[src/rtl/ysyx_22050550_ifu_pkg.sv]
// Shared constants for the instruction fetch unit: state encoding, reset PC,
// fault instruction value and AXI read response codes.
package ysyx_22050550_ifu_pkg;

  localparam int REG_BUS   = 64;
  localparam int INST_BITS = 32;

  localparam logic [1:0] S_IDLE = 2'd0;
  localparam logic [1:0] S_REQ  = 2'd1;
  localparam logic [1:0] S_WAIT = 2'd2;
  localparam logic [1:0] S_HOLD = 2'd3;

  localparam logic [REG_BUS-1:0]   RESET_PC   = 64'h0000_0000_8000_0000;
  localparam logic [INST_BITS-1:0] FAULT_INST = 32'h0000_0000;
  localparam logic [1:0]           RRESP_OKAY = 2'b00;

endpackage

[src/rtl/ysyx_22050550_ifu.sv]
// Instruction fetch unit: fetches one 32-bit instruction per PC over a
// read-only AXI-lite port and holds it in an IF/ID buffer until decode takes it.
//
// state | meaning
// IDLE  | latch next PC, check alignment
// REQ   | read address phase in flight
// WAIT  | waiting for read data (dropped if a redirect was seen)
// HOLD  | IF/ID buffer valid, waiting for decode handshake
module ysyx_22050550_ifu
  import ysyx_22050550_ifu_pkg::*;
(
  input  logic        clock,
  input  logic        reset,
  input  logic [63:0] pc_i,
  input  logic        redirect_i,
  output logic        pc_advance_o,
  output logic        imem_arvalid_o,
  input  logic        imem_arready_i,
  output logic [63:0] imem_araddr_o,
  input  logic        imem_rvalid_i,
  output logic        imem_rready_o,
  input  logic [63:0] imem_rdata_i,
  input  logic [1:0]  imem_rresp_i,
  output logic        if_valid_o,
  input  logic        id_ready_i,
  output logic [63:0] if_pc_o,
  output logic [31:0] if_inst_o,
  output logic        if_fault_o
);

  logic [1:0]  state_q;
  logic [63:0] pc_q;
  logic        drop_q;
  logic [63:0] buf_pc_q;
  logic [31:0] buf_inst_q;
  logic        buf_fault_q;

  logic        rresp_err;
  logic [31:0] rdata_sel;

  assign rresp_err = (imem_rresp_i != RRESP_OKAY);
  assign rdata_sel = pc_q[2] ? imem_rdata_i[63:32] : imem_rdata_i[31:0];

  always_ff @(posedge clock) begin
    if (reset) begin
      state_q     <= S_IDLE;
      pc_q        <= RESET_PC;
      drop_q      <= 1'b0;
      buf_pc_q    <= '0;
      buf_inst_q  <= '0;
      buf_fault_q <= 1'b0;
    end else begin
      case (state_q)
        S_IDLE: begin
          pc_q   <= pc_i;
          drop_q <= 1'b0;
          if (pc_i[1:0] != 2'b00) begin
            // misaligned PC never reaches the bus
            state_q     <= S_HOLD;
            buf_pc_q    <= pc_i;
            buf_inst_q  <= FAULT_INST;
            buf_fault_q <= 1'b1;
          end else begin
            state_q <= S_REQ;
          end
        end
        S_REQ: begin
          if (redirect_i) drop_q <= 1'b1;
          if (imem_arready_i) state_q <= S_WAIT;
        end
        S_WAIT: begin
          if (imem_rvalid_i) begin
            if (drop_q || redirect_i) begin
              state_q <= S_IDLE;
            end else begin
              state_q     <= S_HOLD;
              buf_pc_q    <= pc_q;
              buf_fault_q <= rresp_err;
              buf_inst_q  <= rresp_err ? FAULT_INST : rdata_sel;
            end
          end else if (redirect_i) begin
            drop_q <= 1'b1;
          end
        end
        S_HOLD: begin
          // redirect wins over a simultaneous id_ready
          if (redirect_i || id_ready_i) state_q <= S_IDLE;
        end
        default: state_q <= S_IDLE;
      endcase
    end
  end

  assign imem_arvalid_o = (state_q == S_REQ);
  assign imem_araddr_o  = {pc_q[63:3], 3'b000};
  assign imem_rready_o  = (state_q == S_WAIT);
  assign if_valid_o     = (state_q == S_HOLD);
  assign pc_advance_o   = (state_q == S_HOLD) && id_ready_i && !redirect_i;
  assign if_pc_o        = buf_pc_q;
  assign if_inst_o      = buf_inst_q;
  assign if_fault_o     = buf_fault_q;

endmodule

[config.mk]
export PLATFORM = sky130hd
export DESIGN_NAME = ysyx_22050550_ifu
export DESIGN_NICKNAME = d
export VERILOG_FILES = /design/src/rtl/ysyx_22050550_ifu_pkg.sv /design/src/rtl/ysyx_22050550_ifu.sv
export SDC_FILE = /design/constraint.sdc
export NUM_CORES = 1
export LEC_CHECK = 0
export CORE_MARGIN = 1
export CORE_UTILIZATION = 34
export CTS_CLUSTER_DIAMETER = 50
export DETAILED_ROUTE_END_ITERATION = 7
export PLACE_DENSITY = 0.63
export SLEW_MARGIN = 20
export SYNTH_ARGS = -nofsm -noshare
export SYNTH_HDL_FRONTEND = slang
export SYNTH_SLANG_ARGS = --single-unit
[constraint.sdc]
create_clock -name clock -period 3.31 [get_ports clock]
set_clock_uncertainty 0.1 [all_clocks]
set_input_delay 0.662 -clock clock [delete_from_list [all_inputs] [get_ports clock]]
set_output_delay 0.662 -clock clock [all_outputs]
set_load 0.1 [all_outputs]
==> out/qor.csv <==
stage;metric;value;unit
routing;post-DR vias/cell;4.54;
clock_network;Post-CTS Setup Bufs;0;
synthesis;post-synthesis sequential area ratio;40.5;%
clock_network;CTS Buffer Depth;2;
synthesis;syn avg cell area;9.68;um2
synthesis;Syn Std Cell Area;0.00811;mm2
finish;most common cell after layout, fill and taps aside;buf_4;
finish;# diodes;0;
sta;f_max;0.388;GHz
synthesis;largest cells by area after synthesis;dfxtp_1, mux2i_1, mux2_2;
sta;fin. max-slew vios;0;
setup_path;Setup crit start kind;flop;
finish;area of the multi-input gates;0.00407;mm2
job;Max-Cap Viols;0;
global_routing;gr usage total;17.5;%
setup_path;maximum fanout along the worst path;66;
routing;drt drc;0;
floorplanning;Initial Utilization;34.7;%
worst_hold_path;hold crit path type;flop to flop;
clock_network;CTS HTree Levels;4;
sta;Setup WS post-layout;0.731;ns
setup_path;Worst setup EP type;output port;
floorplanning;Core Rows;56;
synthesis;largest area contributor in the netlist;dfxtp_1;
finish;FF/Latch Area;0.00328;mm2
routing;initial DRC count;228;
setup_path;cell depth of the worst flop-to-flop path;6;
place;post-DP HPWL;15100;um
routing;ANT nets after route;0;
global_routing;initial antenna violation count;0;
setup_path;Worst EP arrival;1.82;ns
clock_network;clock sinks;164;
synthesis;flops & latches, synth;164;
global_routing;pin count of the biggest net entering global routing;67;
clock_network;post-CTS sizing;0;
sta;RSZ-0062 raised after global routing;false;
setup_path;reg-to-reg endpoint;if_inst_o[31]$_SDFFE_PP0P_;
routing;Initial DRT Pass Iterations;4;
routing;overall routed net length;21400;um
finish;fin nets;1187;
place;# port buffers;297;
sta;fin crit period;2.58;ns
worst_hold_path;Hold Startpoint;if_pc_o[33]$_SDFFE_PP0P_;
finish;most frequent cells in the layout;buf_4, dfxtp_1, mux2i_1;
floorplanning;die boundary width;156;um
synthesis;count of cell types in the netlist;29;
sta;Final Hold Fails;0;
worst_hold_path;WHS Path Cells;2;
worst_hold_path;Worst Hold End;if_pc_o[33]$_SDFFE_PP0P_;
finish;layout cells sized above 1;27.8;%
clock_network;hold_buf cts;0;
floorplanning;Die Area;0.0245;mm2
sta;Least-Margin Pin Slew;0.643;ns
clock_network;Clock Pin Slew Worst Setup and Hold Paths;0.07;ns
sta;setup TNS;0;ns
routing;WL/cell;15.6;um
clock_network;CTS tree;done;
setup_path;r2r setup slk;0.96;ns
finish;filler cell count in the final layout;2305;
clock_network;worst skew pair latency;0.42;ns
outcome;outcome;complete, no violations;
synthesis;Mapped Cells;838;
place;global placement routability congestion;0.756;
setup_path;worst r2r src;state_q[0]$_SDFFE_PP0P_;
floorplanning;Die H;156;um
global_routing;grt total ovfl;0;
sta;relative slew slack;57.1;%
sta;Setup Viol. Count Final;0;
routing;Vias;6241;
clock_network;Root Driver;clkbuf_16;
global_routing;vias in the first global route;6234;
synthesis;Synth top area share;40.5;%
finish;area delta synth->final;36.3;%
floorplanning;total core area;0.0234;mm2
synthesis;Yosys warning count;0;
place;dpl ws;0.672;ns
sta;period utilization;77.9;%
setup_path;Crit path required time;2.55;ns
global_routing;first-pass GRT wire length;33300;um
floorplanning;I/O pin count;301;
clock_network;Inserted Clock Buffers;17;
setup_path;critical path class;flop to output port;
==> worst max-delay path, cell delays in order (launching register included) <==
cell and delay (ns):
dfxtp_1 0.36, inv_1 0.22, ha_4 0.22, buf_12 0.35, buf_12 0.23
==> cell usage after synthesis <==
cell,number
nor2_1,65
or3b_1,2
nor3_1,33
a2111o_1,1
inv_2,1
clkbuf_1,19
conb_1,1
o21a_1,1
ha_1,7
mux2_1,15
a22oi_1,1
mux2_2,81
buf_2,32
inv_1,4
buf_1,5
buf_4,65
mux2i_1,162
a211oi_1,1
o31ai_1,1
buf_6,4
nand2_1,131
dfxtp_1,164
and3b_1,1
a31o_2,1
nor2b_1,34
nor3b_1,1
a21oi_1,3
a211o_1,1
o311a_1,1
==> cells by family after synthesis <==
logic type	share of synthesized area [%]
buf+inv	9.89
fa+ha+maj	1.08
flops	40.5
other cells	0.0462
mux	33.3
simple gates	14.1
compound gates	1.03
==> worst max-delay path by stage <==
stage                     cells past startpoint                     from  slack (ns)                        end
final                                         4  state_q[0]$_SDFFE_PP0P_        0.73              imem_rready_o
after detailed placement                      5               redirect_i        0.67  if_inst_o[5]$_SDFFE_PP0P_
after CTS                                     4  state_q[0]$_SDFFE_PP0P_        0.67              imem_rready_o
after floorplan                               2  state_q[1]$_SDFFE_PP0P_        0.42               pc_advance_o
after global placement                        5               redirect_i        0.69  if_inst_o[5]$_SDFFE_PP0P_
after global routing                          4  state_q[0]$_SDFFE_PP0P_        0.60              imem_rready_o
==> state kept, by name, summed over array words and instances (netlist names) <==
| name | count |
|---|---|
| if_fault_o | 1 |
| if_inst_o | 32 |
| drop_q | 1 |
| if_pc_o | 64 |
| pc_q | 64 |
| state_q | 2 |
==> cell type report <==
cell class              count  area share, %
multi-input cells         546           36.8
well taps                 319           3.61
flip-flops and latches    164           29.7
inverters                   5          0.192
clock buffers              19           4.01
repair buffers            310           24.6
clock inverters            13           1.07
==> per-layer routing <==
metal / up-vias / track usage, % / routed length, um
met5: - / 0 / 0
li1: 3145 / - / -
met3: 25 / 4.74 / 1250
met2: 154 / 29.3 / 10100
met4: 0 / 6.54 / 468
met1: 2917 / 21.3 / 9570
==> metrics by stage <==
stage	hold slack, ns	std cells	cell area [um2]	util [%]
floorplan	0.354	840	8120	-
global placement	0.345	1344	10500	44.9
detailed placement	0.353	1344	10500	44.9
CTS	0.363	1376	11100	47.3
global route	0.381	1376	11100	47.3
finish	0.361	1376	11100	47.3
Power is not shown: default switching activity piles up to over one toggle a cycle in this logic, so the estimate is an artifact.
